$ cat src/rtl/four_to_one_rr_mux_pkg.sv
// four_to_one_pkg: shared channel count, channel-id type and output-register state encoding
package four_to_one_pkg;
    localparam int NUM_CH = 4;
    typedef logic [1:0] ch_id_t;
    typedef enum logic {EMPTY = 1'b0, FULL = 1'b1} state_t;
endpackage

$ cat src/rtl/four_to_one_rr_mux_if.sv
// four_to_one_rr_mux_if: four-channel input handshake, registered output handshake and beat counter
interface four_to_one_rr_mux_if #(parameter int WIDTH = 8, parameter int CNT_W = 16);
    logic [3:0]         in_valid;
    logic [4*WIDTH-1:0] in_data;
    logic [3:0]         in_ready;
    logic               out_valid;
    logic [WIDTH-1:0]   out_data;
    logic [1:0]         out_sel;
    logic               out_ready;
    logic [CNT_W-1:0]   beat_cnt;
    modport master (output in_valid, in_data, out_ready, input in_ready, out_valid, out_data, out_sel, beat_cnt);
    modport slave (input in_valid, in_data, out_ready, output in_ready, out_valid, out_data, out_sel, beat_cnt);
endinterface

$ cat src/rtl/four_to_one_rr_mux_arb.sv
// rr_arbiter_4: round-robin grant starting after the last transferred channel
module rr_arbiter_4
    import four_to_one_pkg::*;
(
    input  logic              clk,
    input  logic              rst,
    input  logic [NUM_CH-1:0] req,
    input  logic              advance,
    output logic [NUM_CH-1:0] grant,
    output ch_id_t            grant_id
);
    ch_id_t last_grant;
    logic   found;
    always_comb begin
        found = 1'b0;
        grant_id = last_grant;
        for (int k = 1; k <= NUM_CH; k++)
            if (!found && req[last_grant + 2'(k)]) begin
                found = 1'b1;
                grant_id = last_grant + 2'(k);
            end
        grant = found ? 4'b0001 << grant_id : '0;
    end
    // the pointer only moves when the granted beat is actually taken
    always_ff @(posedge clk)
        if (rst) last_grant <= 2'd3;
        else if (advance) last_grant <= grant_id;
endmodule

$ cat src/rtl/four_to_one_rr_mux.sv
// four_to_one_rr_mux: round-robin 4:1 mux into a single full-throughput output register
module four_to_one_rr_mux
    import four_to_one_pkg::*;
#(
    parameter int WIDTH = 8,
    parameter int CNT_W = 16
) (
    input logic clk,
    input logic rst,
    four_to_one_rr_mux_if.slave bus
);
    state_t           state, state_nxt;
    logic             can_load, xfer;
    logic [3:0]       grant, rdy;
    ch_id_t           gid;
    logic [CNT_W-1:0] cnt;
    rr_arbiter_4 arb (.clk(clk), .rst(rst), .req(bus.in_valid), .advance(xfer), .grant(grant), .grant_id(gid));
    always_comb begin
        can_load = state == EMPTY || bus.out_ready;
        rdy = (can_load && !rst) ? grant : '0;
        xfer = |(bus.in_valid & rdy);
        state_nxt = xfer ? FULL : (bus.out_ready ? EMPTY : state);
    end
    always_ff @(posedge clk)
        state <= rst ? EMPTY : state_nxt;
    always_ff @(posedge clk)
        if (rst) begin
            bus.out_data <= '0;
            bus.out_sel <= '0;
            cnt <= '0;
        end else if (xfer) begin
            bus.out_data <= bus.in_data[gid*WIDTH +: WIDTH];
            bus.out_sel <= gid;
            cnt <= cnt + 1'b1;
        end
    assign bus.in_ready = rdy;
    assign bus.out_valid = state == FULL;
    assign bus.beat_cnt = cnt;
endmodule

$ cat src/flat_wrapper.sv
// flat-port wrapper written by rule: the top's interface ports become plain ports
module four_to_one_rr_mux_flat import four_to_one_pkg::*;
#(
    parameter int WIDTH = 8,
    parameter int CNT_W = 16
)
  (clk, rst, bus_in_valid, bus_in_data, bus_out_ready, bus_in_ready, bus_out_valid, bus_out_data, bus_out_sel, bus_beat_cnt);
  four_to_one_rr_mux_if #(.WIDTH(WIDTH), .CNT_W(CNT_W)) bus_i ();
  input logic clk;
  input logic rst;
  input wire logic [$bits(bus_i.in_valid)-1:0] bus_in_valid;
  input wire logic [$bits(bus_i.in_data)-1:0] bus_in_data;
  input wire logic [$bits(bus_i.out_ready)-1:0] bus_out_ready;
  output wire logic [$bits(bus_i.in_ready)-1:0] bus_in_ready;
  output wire logic [$bits(bus_i.out_valid)-1:0] bus_out_valid;
  output wire logic [$bits(bus_i.out_data)-1:0] bus_out_data;
  output wire logic [$bits(bus_i.out_sel)-1:0] bus_out_sel;
  output wire logic [$bits(bus_i.beat_cnt)-1:0] bus_beat_cnt;
  assign bus_i.in_valid = bus_in_valid;
  assign bus_i.in_data = bus_in_data;
  assign bus_i.out_ready = bus_out_ready;
  assign bus_in_ready = bus_i.in_ready;
  assign bus_out_valid = bus_i.out_valid;
  assign bus_out_data = bus_i.out_data;
  assign bus_out_sel = bus_i.out_sel;
  assign bus_beat_cnt = bus_i.beat_cnt;
  four_to_one_rr_mux #(.WIDTH(WIDTH), .CNT_W(CNT_W)) u_core (.clk(clk), .rst(rst), .bus(bus_i));
endmodule
$ cat config.mk
export PLATFORM = sky130hd
export DESIGN_NAME = four_to_one_rr_mux_flat
export DESIGN_NICKNAME = d
export VERILOG_FILES = /design/src/rtl/four_to_one_rr_mux_pkg.sv /design/src/rtl/four_to_one_rr_mux_if.sv /design/src/rtl/four_to_one_rr_mux_arb.sv /design/src/rtl/four_to_one_rr_mux.sv /design/src/flat_wrapper.sv
export SDC_FILE = /design/constraint.sdc
export NUM_CORES = 1
export LEC_CHECK = 0
export BUFFER_PORTS_ARGS = -buffer_cell sky130_fd_sc_hd__buf_2
export CAP_MARGIN = 20
export CORE_MARGIN = 5
export CORE_UTILIZATION = 47
export DETAILED_ROUTE_END_ITERATION = 12
export PLACE_DENSITY = 0.79
export RECOVER_POWER = 100
export SETUP_SLACK_MARGIN = 0.15
export SYNTH_ARGS = -nofsm -noshare
export SYNTH_HDL_FRONTEND = slang
export SYNTH_SLANG_ARGS = --single-unit
$ cat constraint.sdc
create_clock -name clk -period 1.9 [get_ports clk]
set_input_delay 0.19 -clock clk [delete_from_list [all_inputs] [get_ports clk]]
set_output_delay 0.19 -clock clk [all_outputs]
set_load 0.05 [all_outputs]
==> results of run 1 <==
## state kept, by name, indices dropped and copies added (netlist names)
register / cells
u_core.bus.out_data: 8
u_core.bus.beat_cnt: 16
u_core.bus.out_valid: 1
u_core.arb.last_grant: 2
u_core.bus.out_sel: 2
## final cells by class
type	instances	area, µm²	share of cell area
sequential	29	589	0.261
inverter	11	41.3	0.0183
timing repair buffer	87	448	0.198
tap	46	57.6	0.0255
clock buffer	7	55.1	0.0243
clock inverter	1	30.0	0.0133
multi-input combinational	140	1040	0.460
## per-stage QoR
stage | power [mW] | worst slack, ps | cells | utilization
global route | 1.75 | 26.8 | 321 | 0.672
CTS | 1.67 | 135 | 316 | 0.669
floorplan | 1.01 | 117 | 192 | -
global placement | 1.09 | 184 | 302 | 0.608
finish | 1.67 | 99.0 | 321 | 0.672
detailed placement | 1.09 | 107 | 302 | 0.608
## kinds of logic after synthesis
group / count (synthesis)
fa+ha+maj: 1
xor+xnor: 13
compound gates: 46
buf+inv: 23
mux: 8
flops: 29
simple gates: 72
## critical path, stage by stage (launching register included)
cell                      delay [ps]
sky130_fd_sc_hd__dfxtp_4         410
sky130_fd_sc_hd__nand2_2          90
sky130_fd_sc_hd__a21o_1          250
sky130_fd_sc_hd__and3_4          200
sky130_fd_sc_hd__nor3_4          110
sky130_fd_sc_hd__buf_4           220
## placed cells by master (no fill, tap or decap), drive strengths merged, types with 3 or more instances in the layout
cell and count:
a211oi 16, a21oi 5, a31oi 9, buf 54
clkbuf 40, dfxtp 29, inv 11, mux2i 8
nand2 13, nand2b 4, nand3 6, nor2 20
nor3 11, nor4 3, o21ai 13, xnor2 11
## report_power, final
group          switching [mW]  internal [mW]
clock network           0.220          0.314
registers              0.0248          0.639
logic                   0.305          0.170
total                   0.550           1.12
## routing by layer
metal	vias to the layer above	global-route usage	wire (µm)
met5	-	0	0
met4	0	0.0803	80
met3	7	0.0478	342
met2	60	0.324	2320
met1	803	0.198	1760
li1	839	-	-
## how the worst max path moves through the flow
stage / to / cells past startpoint / slack (ps)
3_5_place_dp: bus_in_ready[3] / 6 / 110
3_3_place_gp: u_core.bus.out_data[5] / 5 / 180
5_1_grt: bus_in_ready[1] / 5 / 30
6_report: bus_in_ready[1] / 5 / 100
4_1_cts: bus_in_ready[1] / 5 / 130
2_1_floorplan: bus_in_ready[1] / 7 / 120
## repair_timing
item                                    in CTS  in global routing
endpoints found under the setup margin       6                  4
setup buffers                                6                  5
resized for setup                           19                  8
pin swaps                                    4                  1
==> results by group, run 1 <==
STA
  – Post-Route Skew: 8.52 ps
  – WHS: 136 ps
  – Period minus WS final: 1800 ps
  – Rel. slew slack: 0.589
  – Period utilization: 0.948
  – Setup repair after global routing missed its margin: true
  – Top achievable clock speed: 0.555 GHz
  – Setup total negative slack: 0 ps
  – Count of endpoints failing setup in the final report: 0
  – Hold violation total from the final report: 0
  – Slew of the pin with the lowest slew margin: 614 ps
  – Number of max-slew violations in the final report: 0

Worst hold path
  – Launch point of the worst hold path: rst
  – Worst hold path type: in -> reg
  – Worst hold stages: 2
  – Capture endpoint of the worst hold path: u_core.bus.out_sel[1]

Drt
  – Detailed Route Iter0 Violations: 204
  – Final wirelength: 4.50 mm
  – Antenna viol nets, final: 0
  – Remaining routing DRC violations: 0
  – Iteration count of the initial detailed-routing pass: 4
  – Vias after detailed routing: 1709
  – Via density: 5.32
  – Per-cell routed wire length: 14.0 µm

Floorplanning
  – Initial core utilization: 0.490
  – Std cell rows: 21
  – Number of top-level design ports: 70
  – Die Outline Area: 4790 µm²
  – Placeable core region: 3360 µm²
  – Horizontal die dimension: 69.2 µm
  – Die Y: 69.2 µm

Synth
  – Share of the synthesized area in compound gates (AO/OA/AOI/OAI): 0.200
  – Fraction of synthesized area in multiplexers: 0.0486
  – Parity-gate share of the synthesized area counting xor and xnor cells: 0.0691
  – Register bit total from synthesis: 29
  – Sequential fraction of the synthesis area: 0.353
  – Synth cell count leaders: sky130_fd_sc_hd__dfxtp_1, sky130_fd_sc_hd__nor2_1, sky130_fd_sc_hd__nand2_1, sky130_fd_sc_hd__o21ai_0
  – Fraction of the mapped netlist area in simple logic gates: 0.230
  – Avg Inst Size Synth: 8.58 µm²
  – Fraction of the mapped netlist area in adder cells: 0.00760
  – Number of distinct library cell variants in the gate-level netlist after synthesis: 41
  – Count of synthesis-stage warnings from yosys: 0
  – Top-area cell type share of the netlist area: 0.353
  – Largest cells by area after synthesis: sky130_fd_sc_hd__dfxtp_1, sky130_fd_sc_hd__a211oi_2, sky130_fd_sc_hd__xnor2_1
  – Leading area contributor after synthesis: sky130_fd_sc_hd__dfxtp_1
  – Net count after synthesis: 232
  – FFs w/ async S/R, synth: 0
  – Synthesized netlist cell count: 192
  – Total standard cell area after synthesis: 1650 µm²
  – Commonest register cell after synthesis: sky130_fd_sc_hd__dfxtp_1
  – Dominant combinational cell family by area after synthesis: simple AND/OR/NAND/NOR gates
  – Dominant cell by count in the synthesized netlist: sky130_fd_sc_hd__dfxtp_1
  – Number of flops mapped to enable cells by yosys: 0

Placed design
  – Input/output buffers: 69
  – Detailed placement HPWL: 3.12 mm
  – Final RePlAce weighted congestion: 0.845
  – Post-placement cell area: 2040 µm²

Critical path
  – Minimum setup slack among reg-to-reg paths: 130 ps
  – Launching point of the worst reg2reg path: u_core.arb.last_grant[1]
  – Required @ worst endpoint: 1710 ps
  – Startpoint types: register
  – Reg-to-reg endpoint: u_core.bus.out_data[6]
  – Category of the most critical setup path: reg -> out
  – Worst R2R Path Depth: 6
  – Worst-path fanout max: 6
  – CP endpoint kind: primary output
  – Launching instance or port of the critical path: u_core.arb.last_grant[1]
  – Crit path DAT: 1610 ps

Layout
  – Post-route standard cell area excluding fillers: 2260 µm²
  – Fill cell instance count of the final layout: 303
  – Final #Nets: 314
  – Antenna diode instance count: 0
  – Proportion of layout cells with a drive suffix above 1: 0.349
  – Area growth, synth to finish: 37.3%

Power and ir drop
  – Peak VDD IR: 0.493 mV
  – Standby leakage power: 0.909 nW
  – Power per standard cell area: 740 nW/µm²

Global route
  – Global-route wire length before repair: 7.19 mm
  – GRT Overall Usage: 0.181
  – Number of global-route vias before repair: 1662
  – Maximum number of pins on one net before global-route repair: 17
  – Residual overflow from global routing: 0
  – Number of antenna violations at the first check in global routing: 0

Run
  – # Max-Cap Violations: 0

Clocking
  – Max Root-Sink Buffers: 2
  – Cell at the root of the clock tree: sky130_fd_sc_hd__clkbuf_4
  – Insertion delay of the later-clocked pin in the worst-skew pair: 330 ps
  – TritonCTS Buffers: 5
  – Clock slew at reported path FFs: 90 ps
  – Clock tree from TritonCTS: done
  – CTS Sinks: 29
  – Maximum level of the CTS H-tree: 2
  – Hold bufs inserted after CTS: 0

Outcome
  – Run status: completed
No activity file was read; power rests on OpenSTA's default activity.
==> run 2: changes to the inputs <==
==> constraint.sdc (replaced) <==
create_clock -name clk -period 1.9 [get_ports clk]
set_input_delay 0.19 -clock clk [delete_from_list [all_inputs] [get_ports clk]]
set_output_delay 0.19 -clock clk [all_outputs]
set_load 0.005 [all_outputs]
==> run 2 against run 1 <==
Non-clock buffer count fell by 4. Clock power fell by 20%. Combinational power fell by 32%. Sequential cell count did not move. Global-route usage fell by 1.1 points. Utilization fell by 3.3 points. Via count fell by 4.2%.
==> results by group, run 2 (synthesized netlist as in run 1, its figures left out) <==
Critical path
  – Worst-path fanout max: 7 (+1)
  – Ordered list of cells on the worst path: nand2b_1 -> a21o_1 -> and3_4 -> nor3_2 -> clkbuf_1
  – Minimum setup slack among reg-to-reg paths: 210 ps (+80 ps)
  – Cell at the slowest stage of the critical path: sky130_fd_sc_hd__dfxtp_4
  – Crit path DAT: 1580 ps (-30 ps)
  – Required @ worst endpoint: 1710 ps (about the same)
  – Startpoint types: register
  – Launching instance or port of the critical path: u_core.arb.last_grant[1]
  – Category of the most critical setup path: reg -> out
  – Launching point of the worst reg2reg path: u_core.bus.out_valid
  – Crit-path max cell delay: 380 ps (-30 ps)
  – CP endpoint kind: primary output

Global route
  – Global-route wire length before repair: 6.76 mm (-6.0%)
  – Number of global-route vias before repair: 1495 (-10%)
  – GRT Overall Usage: 0.169 (-0.0115)
  – Number of antenna violations at the first check in global routing: 0 (unchanged)
  – Maximum number of pins on one net before global-route repair: 23 (+6)
  – Residual overflow from global routing: 0 (unchanged)

Drt
  – Iteration count of the initial detailed-routing pass: 4 (unchanged)
  – DRT met1 WL: 1.74 mm (-1.3%)
  – Per-cell routed wire length: 13.3 µm (-5.3%)
  – Routed length on met3: 337 µm (-1.5%)
  – Detailed route wirelength on metal2: 2.05 mm (-12%)
  – Highest metal layer used by the detailed router: met4
  – Via density: 5.16 (-3.0%)
  – Final wirelength: 4.21 mm (-6.5%)
  – Detailed Route Iter0 Violations: 89 (-56%)
  – Antenna viol nets, final: 0 (unchanged)
  – Vias after detailed routing: 1637 (-4.2%)
  – Remaining routing DRC violations: 0 (unchanged)

Placed design
  – Final RePlAce weighted congestion: 0.817 (-3.3%)
  – Placed instance count: 301 (-0.33%)
  – Detailed placement HPWL: 3.15 mm (+0.71%)
  – Worst setup timing slack at the placement stage: 168 ps (+61.2 ps)
  – Input/output buffers: 69 (unchanged)
  – Post-placement cell area: 1980 µm² (-2.9%)

Floorplanning
  – Placeable core region: 3360 µm² (unchanged)
  – Die Outline Area: 4790 µm² (unchanged)
  – Initial core utilization: 0.490 (unchanged)
  – Std cell rows: 21 (unchanged)
  – Horizontal die dimension: 69.2 µm (unchanged)
  – Number of top-level design ports: 70 (unchanged)
  – Die Y: 69.2 µm (unchanged)

Outcome
  – Run status: completed

Clocking
  – Cell at the root of the clock tree: sky130_fd_sc_hd__clkbuf_4
  – Maximum level of the CTS H-tree: 2 (unchanged)
  – CTS Sinks: 29 (unchanged)
  – TritonCTS Buffers: 5 (unchanged)
  – Clock slew at reported path FFs: 90 ps (about the same)
  – Max Root-Sink Buffers: 2 (unchanged)
  – Hold bufs inserted after CTS: 0 (unchanged)
  – Insertion delay of the later-clocked pin in the worst-skew pair: 330 ps (about the same)
  – Clock tree from TritonCTS: done

STA
  – WHS: 185 ps (+48.9 ps)
  – Period minus WS final: 1770 ps (-32.9 ps)
  – Worst setup margin: 132 ps (+32.9 ps)
  – Rel. slew slack: 0.490 (-0.0991)
  – Top achievable clock speed: 0.566 GHz (+1.9%)
  – Hold violation total from the final report: 0 (unchanged)
  – Post-Route Skew: 10.5 ps (+1.93 ps)
  – Slew of the pin with the lowest slew margin: 758 ps (+144 ps)
  – Period utilization: 0.931 (-0.0173)
  – Setup total negative slack: 0 ps (unchanged)
  – Number of max-slew violations in the final report: 0 (unchanged)
  – Setup repair after global routing missed its margin: true
  – Count of endpoints failing setup in the final report: 0 (unchanged)

Layout
  – Non-Filler Instances: 317 (-1.2%)
  – Final #Nets: 310 (-1.3%)
  – Antenna diode instance count: 0 (unchanged)
  – Core occupancy in the finished layout: 0.639 (-0.0335)
  – Commonest cells after routing, fill and taps aside: sky130_fd_sc_hd__buf_2, sky130_fd_sc_hd__dfxtp_1, sky130_fd_sc_hd__clkbuf_1
  – Post-route standard cell area excluding fillers: 2150 µm² (-5.0%)
  – Area growth, synth to finish: 30.5%
  – Number of flip-flops in the largest register: 16 (unchanged)
  – Proportion of layout cells with a drive suffix above 1: 0.332 (-0.0170)
  – Leading cell type in the layout, fill and taps excluded: sky130_fd_sc_hd__buf_2

Power and ir drop
  – Standby leakage power: 0.891 nW (-2.0%)
  – Power per standard cell area: 658 nW/µm² (-11%)
  – Peak VDD IR: 0.350 mV (-29%)
  – Power consumption: 1.41 mW (-15%)

Worst hold path
  – Worst hold path type: in -> reg
  – Launch point of the worst hold path: bus_out_ready

Run
  – # Max-Cap Violations: 0 (unchanged)
-- run 2: routing by layer --
layer,up-vias,global-route usage
met5,-,0
met4,0,0.0846
met3,7,0.0391
met2,63,0.284
met1,728,0.202
li1,839,-
-- run 2: worst paths after layout --
check,endpoint,depth (start not counted)
setup reg to reg,u_core.bus.beat_cnt[4],6
setup / recovery,bus_in_ready[1],5
hold reg to reg,u_core.bus.out_sel[1],2
hold / removal,u_core.bus.out_valid,3
-- run 2: power by group --
group / internal, mW / total (mW) / switching (mW)
logic: 0.151 / 0.324 / 0.174
clock network: 0.214 / 0.426 / 0.212
registers: 0.639 / 0.663 / 0.0241
-- run 2: repair_timing --
item                                    CTS  global route
buffers inserted                          2             6
gates resized for setup                   9             8
pin swaps                                 1             4
endpoints found under the setup margin    4            12
-- run 2: cell type report --
class	count	area [µm²]
clock buffer	7	65.1
clock inverter	1	5.00
fill	325	1210
inverter	11	41.3
multi-input combinational	140	966
sequential	29	586
tap	46	57.6
timing repair buffer	83	428
-- run 2: critical path, delay by kind of cell, from the launching register on --
family	cells	cell delay [ps]
AND/OR/NAND/NOR	3	540
flip-flops	1	380
AO/OA/AOI/OAI	1	180
buffers and inverters	1	140
==> run 3: changes to the inputs <==
--- a/config.mk
+++ b/config.mk
@@ -5,12 +5,13 @@
 export SDC_FILE = /design/constraint.sdc
 export NUM_CORES = 1
 export LEC_CHECK = 0
+export ABC_AREA = 1
 export BUFFER_PORTS_ARGS = -buffer_cell sky130_fd_sc_hd__buf_2
 export CAP_MARGIN = 20
 export CORE_MARGIN = 5
-export CORE_UTILIZATION = 47
+export CORE_UTILIZATION = 50
 export DETAILED_ROUTE_END_ITERATION = 12
-export PLACE_DENSITY = 0.79
+export PLACE_DENSITY = 0.8
 export RECOVER_POWER = 100
 export SETUP_SLACK_MARGIN = 0.15
 export SYNTH_ARGS = -nofsm -noshare
==> run 3 against run 2 <==
The run now ends with negative setup slack left. Sequential power is 19% higher. Wire length is 50% higher. Setup slack worse by 250 ps. Critical path depth is 5 higher. Largest power group is now combinational logic. Worst hold slack worse by 4.1 ps. Largest cell class unchanged. Die area is 11% higher. Cell count is 47% higher.
==> results by group, run 3 <==
Global route
  – Residual overflow from global routing: 0 (unchanged)
  – Number of global-route vias before repair: 2232 (+49%)
  – Maximum number of pins on one net before global-route repair: 33 (+43%)
  – Met3 GRT Util: 0.0523 (+0.0132)
  – Number of antenna violations at the first check in global routing: 0 (unchanged)
  – Global-route wire length before repair: 9.57 mm (+42%)
  – GR met2 Demand/Resource: 0.383 (+0.0989)
  – Met1 routing resource usage after global routing: 0.273 (+0.0712)
  – GRT Overall Usage: 0.225 (+0.0553)
  – Most heavily used metal layer in global routing: met2

Power and ir drop
  – Clock network fraction of total power: 0.130 (-0.172)
  – Internal power: 1.99 mW (+98%)
  – Part of the power in combinational logic: 0.657 (+0.428)
  – Net load switching power: 1.70 mW (+310%)
  – Peak VDD IR: 0.736 mV (+110%)
  – Sequential Power Share: 0.213 (-0.256)
  – Power per standard cell area: 1280 nW/µm² (+95%)
  – Switching share of total power: 0.461 (+0.171)
  – Standby leakage power: 1.43 nW (+60%)

Synth
  – Synth cell count leaders: sky130_fd_sc_hd__nand2_1, sky130_fd_sc_hd__inv_1, sky130_fd_sc_hd__nand3_1, sky130_fd_sc_hd__dfxtp_1, sky130_fd_sc_hd__nor2_1
  – Top-area cell type share of the netlist area: 0.294 (-0.0589)
  – Register bit total from synthesis: 29 (unchanged)
  – Number of flops mapped to enable cells by yosys: 0 (unchanged)
  – Commonest register cell after synthesis: sky130_fd_sc_hd__dfxtp_1
  – Total standard cell area after synthesis: 1980 µm² (+20%)
  – FFs w/ async S/R, synth: 0 (unchanged)
  – Sequential fraction of the synthesis area: 0.294 (-0.0589)
  – Leading area contributor after synthesis: sky130_fd_sc_hd__dfxtp_1
  – Number of distinct library cell variants in the gate-level netlist after synthesis: 26 (-37%)
  – Net count after synthesis: 362 (+56%)
  – Synthesized netlist cell count: 322 (+68%)
  – Largest cells by area after synthesis: sky130_fd_sc_hd__dfxtp_1, sky130_fd_sc_hd__nand2_1, sky130_fd_sc_hd__nand3_1
  – Avg Inst Size Synth: 6.14 µm² (-28%)
  – Dominant cell by count in the synthesized netlist: sky130_fd_sc_hd__nand2_1
  – Count of synthesis-stage warnings from yosys: 0 (unchanged)

Drt
  – Detailed Route Iter0 Violations: 138 (+55%)
  – Iteration count of the initial detailed-routing pass: 4 (unchanged)
  – Final wirelength: 6.33 mm (+50%)
  – Via density: 5.14 (-0.44%)
  – Per-cell routed wire length: 13.5 µm (+2.0%)
  – Antenna viol nets, final: 0 (unchanged)
  – Remaining routing DRC violations: 0 (unchanged)
  – Vias after detailed routing: 2401 (+47%)

Critical path
  – Startpoint types: register
  – Crit path DAT: 1820 ps (+240 ps)
  – Required @ worst endpoint: 1710 ps (about the same)
  – Category of the most critical setup path: reg -> out
  – CP endpoint kind: primary output
  – Worst-path fanout max: 8 (+1)

Placed design
  – Final RePlAce weighted congestion: 0.959 (+17%)
  – Input/output buffers: 69 (unchanged)
  – Detailed placement HPWL: 3.74 mm (+19%)
  – Worst setup timing slack at the placement stage: -70.9 ps (-239 ps)

Clocking
  – Insertion delay of the later-clocked pin in the worst-skew pair: 270 ps (-60 ps)
  – Max Root-Sink Buffers: 2 (unchanged)
  – Cell at the root of the clock tree: sky130_fd_sc_hd__clkbuf_8
  – CTS Sinks: 29 (unchanged)
  – TritonCTS Buffers: 5 (unchanged)
  – Maximum level of the CTS H-tree: 2 (unchanged)
  – Clock slew at reported path FFs: 60 ps (-30 ps)
  – Clock tree from TritonCTS: done

Floorplanning
  – Number of top-level design ports: 70 (unchanged)
  – Die Outline Area: 5310 µm² (+11%)
  – Horizontal die dimension: 72.9 µm (+5.3%)
  – Die Y: 72.9 µm (+5.3%)
  – Std cell rows: 22 (+4.8%)
  – Placeable core region: 3740 µm² (+11%)
  – Initial core utilization: 0.528 (+0.0385)

Layout
  – Core occupancy in the finished layout: 0.768 (+0.129)
  – Commonest cells after routing, fill and taps aside: sky130_fd_sc_hd__nand2_1, sky130_fd_sc_hd__buf_2, sky130_fd_sc_hd__inv_1
  – Number of flip-flops in the largest register: 16 (unchanged)
  – FF+latch area: 588 µm² (+0.43%)
  – Final #Nets: 458 (+48%)
  – Fill cell instance count of the final layout: 287 (-12%)
  – Footprint of the multi-input gates: 1340 µm² (+39%)
  – Leading cell type in the layout, fill and taps excluded: sky130_fd_sc_hd__nand2_1
  – Antenna diode instance count: 0 (unchanged)
  – Area growth, synth to finish: 45.4%
  – Proportion of layout cells with a drive suffix above 1: 0.346 (+0.0140)

STA
  – Top achievable clock speed: 0.496 GHz (-12%)
  – Hold violation total from the final report: 0 (unchanged)
  – Setup repair after global routing missed its margin: true
  – Period minus WS final: 2010 ps (+246 ps)
  – Count of endpoints failing setup in the final report: 8 (+8)
  – Rel. slew slack: 0.637 (+0.148)
  – Setup total negative slack: -448 ps (-448 ps)
  – Post-Route Skew: 2.07 ps (-8.38 ps)
  – Period utilization: 1.06 (+0.130)
  – Number of max-slew violations in the final report: 0 (unchanged)
  – Worst setup margin: -114 ps (-246 ps)
  – Slew of the pin with the lowest slew margin: 543 ps (-215 ps)
  – WHS: 181 ps (-4.09 ps)

Run
  – # Max-Cap Violations: 0 (unchanged)

Outcome
  – Violations in the final reports: negative setup slack
  – Run status: finished with violations

Worst hold path
  – Worst hold path type: in -> reg
[run 3: cell types whose count changed in the layout (fill, tap and decap cells not counted), moves of 11 or more]
| cell | previous run | this run |
|---|---|---|
| sky130_fd_sc_hd__nand2_1 | 12 | 81 |
| sky130_fd_sc_hd__inv_1 | 11 | 45 |
| sky130_fd_sc_hd__nand3_1 | 4 | 34 |
| sky130_fd_sc_hd__buf_4 | 11 | 26 |
| sky130_fd_sc_hd__nand2_4 | 0 | 12 |
| sky130_fd_sc_hd__nand2_2 | 1 | 12 |
| sky130_fd_sc_hd__xnor2_1 | 11 | 0 |
[run 3: kinds of logic (layout without fill, tap and decap cells)]
family,Yosys count,after routing,share of synthesized area
simple gates,198,198,0.473
fa+ha+maj,1,1,0.00633
compound gates,32,32,0.0861
buf+inv,62,159,0.141
flops,29,29,0.294
[run 3: repair_timing]
action	in CTS	in global routing
endpoints found under the setup margin	32	33
hold buffers	0	0
pin swaps	22	14
gates cloned	1	0
setup buffers	14	7
resized for setup	44	27
[run 3: routing by layer]
layer | wire length (µm) | up-vias | part of all wire
met5 | 0 | - | 0
met4 | 179 | 0 | 0.028
met3 | 354 | 17 | 0.056
met2 | 3200 | 96 | 0.51
met1 | 2590 | 1081 | 0.41
li1 | - | 1207 | -
[run 3: area by class of cell]
class | count | share of cell area
repair inverters | 1 | 0.00131
well taps | 48 | 0.0209
flip-flops and latches | 29 | 0.205
repair buffers | 100 | 0.205
multi-input cells | 231 | 0.468
clock buffers | 8 | 0.0279
inverters | 50 | 0.0723
[run 3: critical path, cell delays in order, from the launching register on]
cell                      delay, ps
sky130_fd_sc_hd__dfxtp_4        420
sky130_fd_sc_hd__nand2_1        150
sky130_fd_sc_hd__nand2_4        120
sky130_fd_sc_hd__nand2_1         60
sky130_fd_sc_hd__nand2_2        110
sky130_fd_sc_hd__nor2_8          70
sky130_fd_sc_hd__nand4_2         80
sky130_fd_sc_hd__nand2_4         70
sky130_fd_sc_hd__buf_12         150
sky130_fd_sc_hd__nor3_4         170
sky130_fd_sc_hd__buf_2          130
[run 3: power by group through the flow]
stage	clock network, mW	logic (mW)	registers, mW
2_1_floorplan	0	1.25	0.765
3_3_place_gp	0	1.54	0.770
3_5_place_dp	0	1.56	0.771
6_report	0.480	2.42	0.786
4_1_cts	0.486	2.15	0.772
5_1_grt	0.521	2.62	0.794
[run 3: per-stage QoR]
stage,cells,power (mW),cell area (µm²)
after CTS,460,3.41,2740
final,467,3.69,2870
after global placement,437,2.31,2370
after floorplan,322,2.01,1980
after global routing,467,3.94,2870
after detailed placement,437,2.33,2370
[run 3: final timing paths]
check | slack (ps) | end | cells past startpoint | start
min reg2reg | 480 | u_core.bus.beat_cnt[15] | 2 | u_core.bus.beat_cnt[15]
max | -110 | bus_in_ready[2] | 10 | u_core.arb.last_grant[0]
min | 180 | u_core.bus.out_valid | 4 | bus_out_ready
max reg2reg | -20 | u_core.bus.out_data[7] | 16 | u_core.arb.last_grant[0]
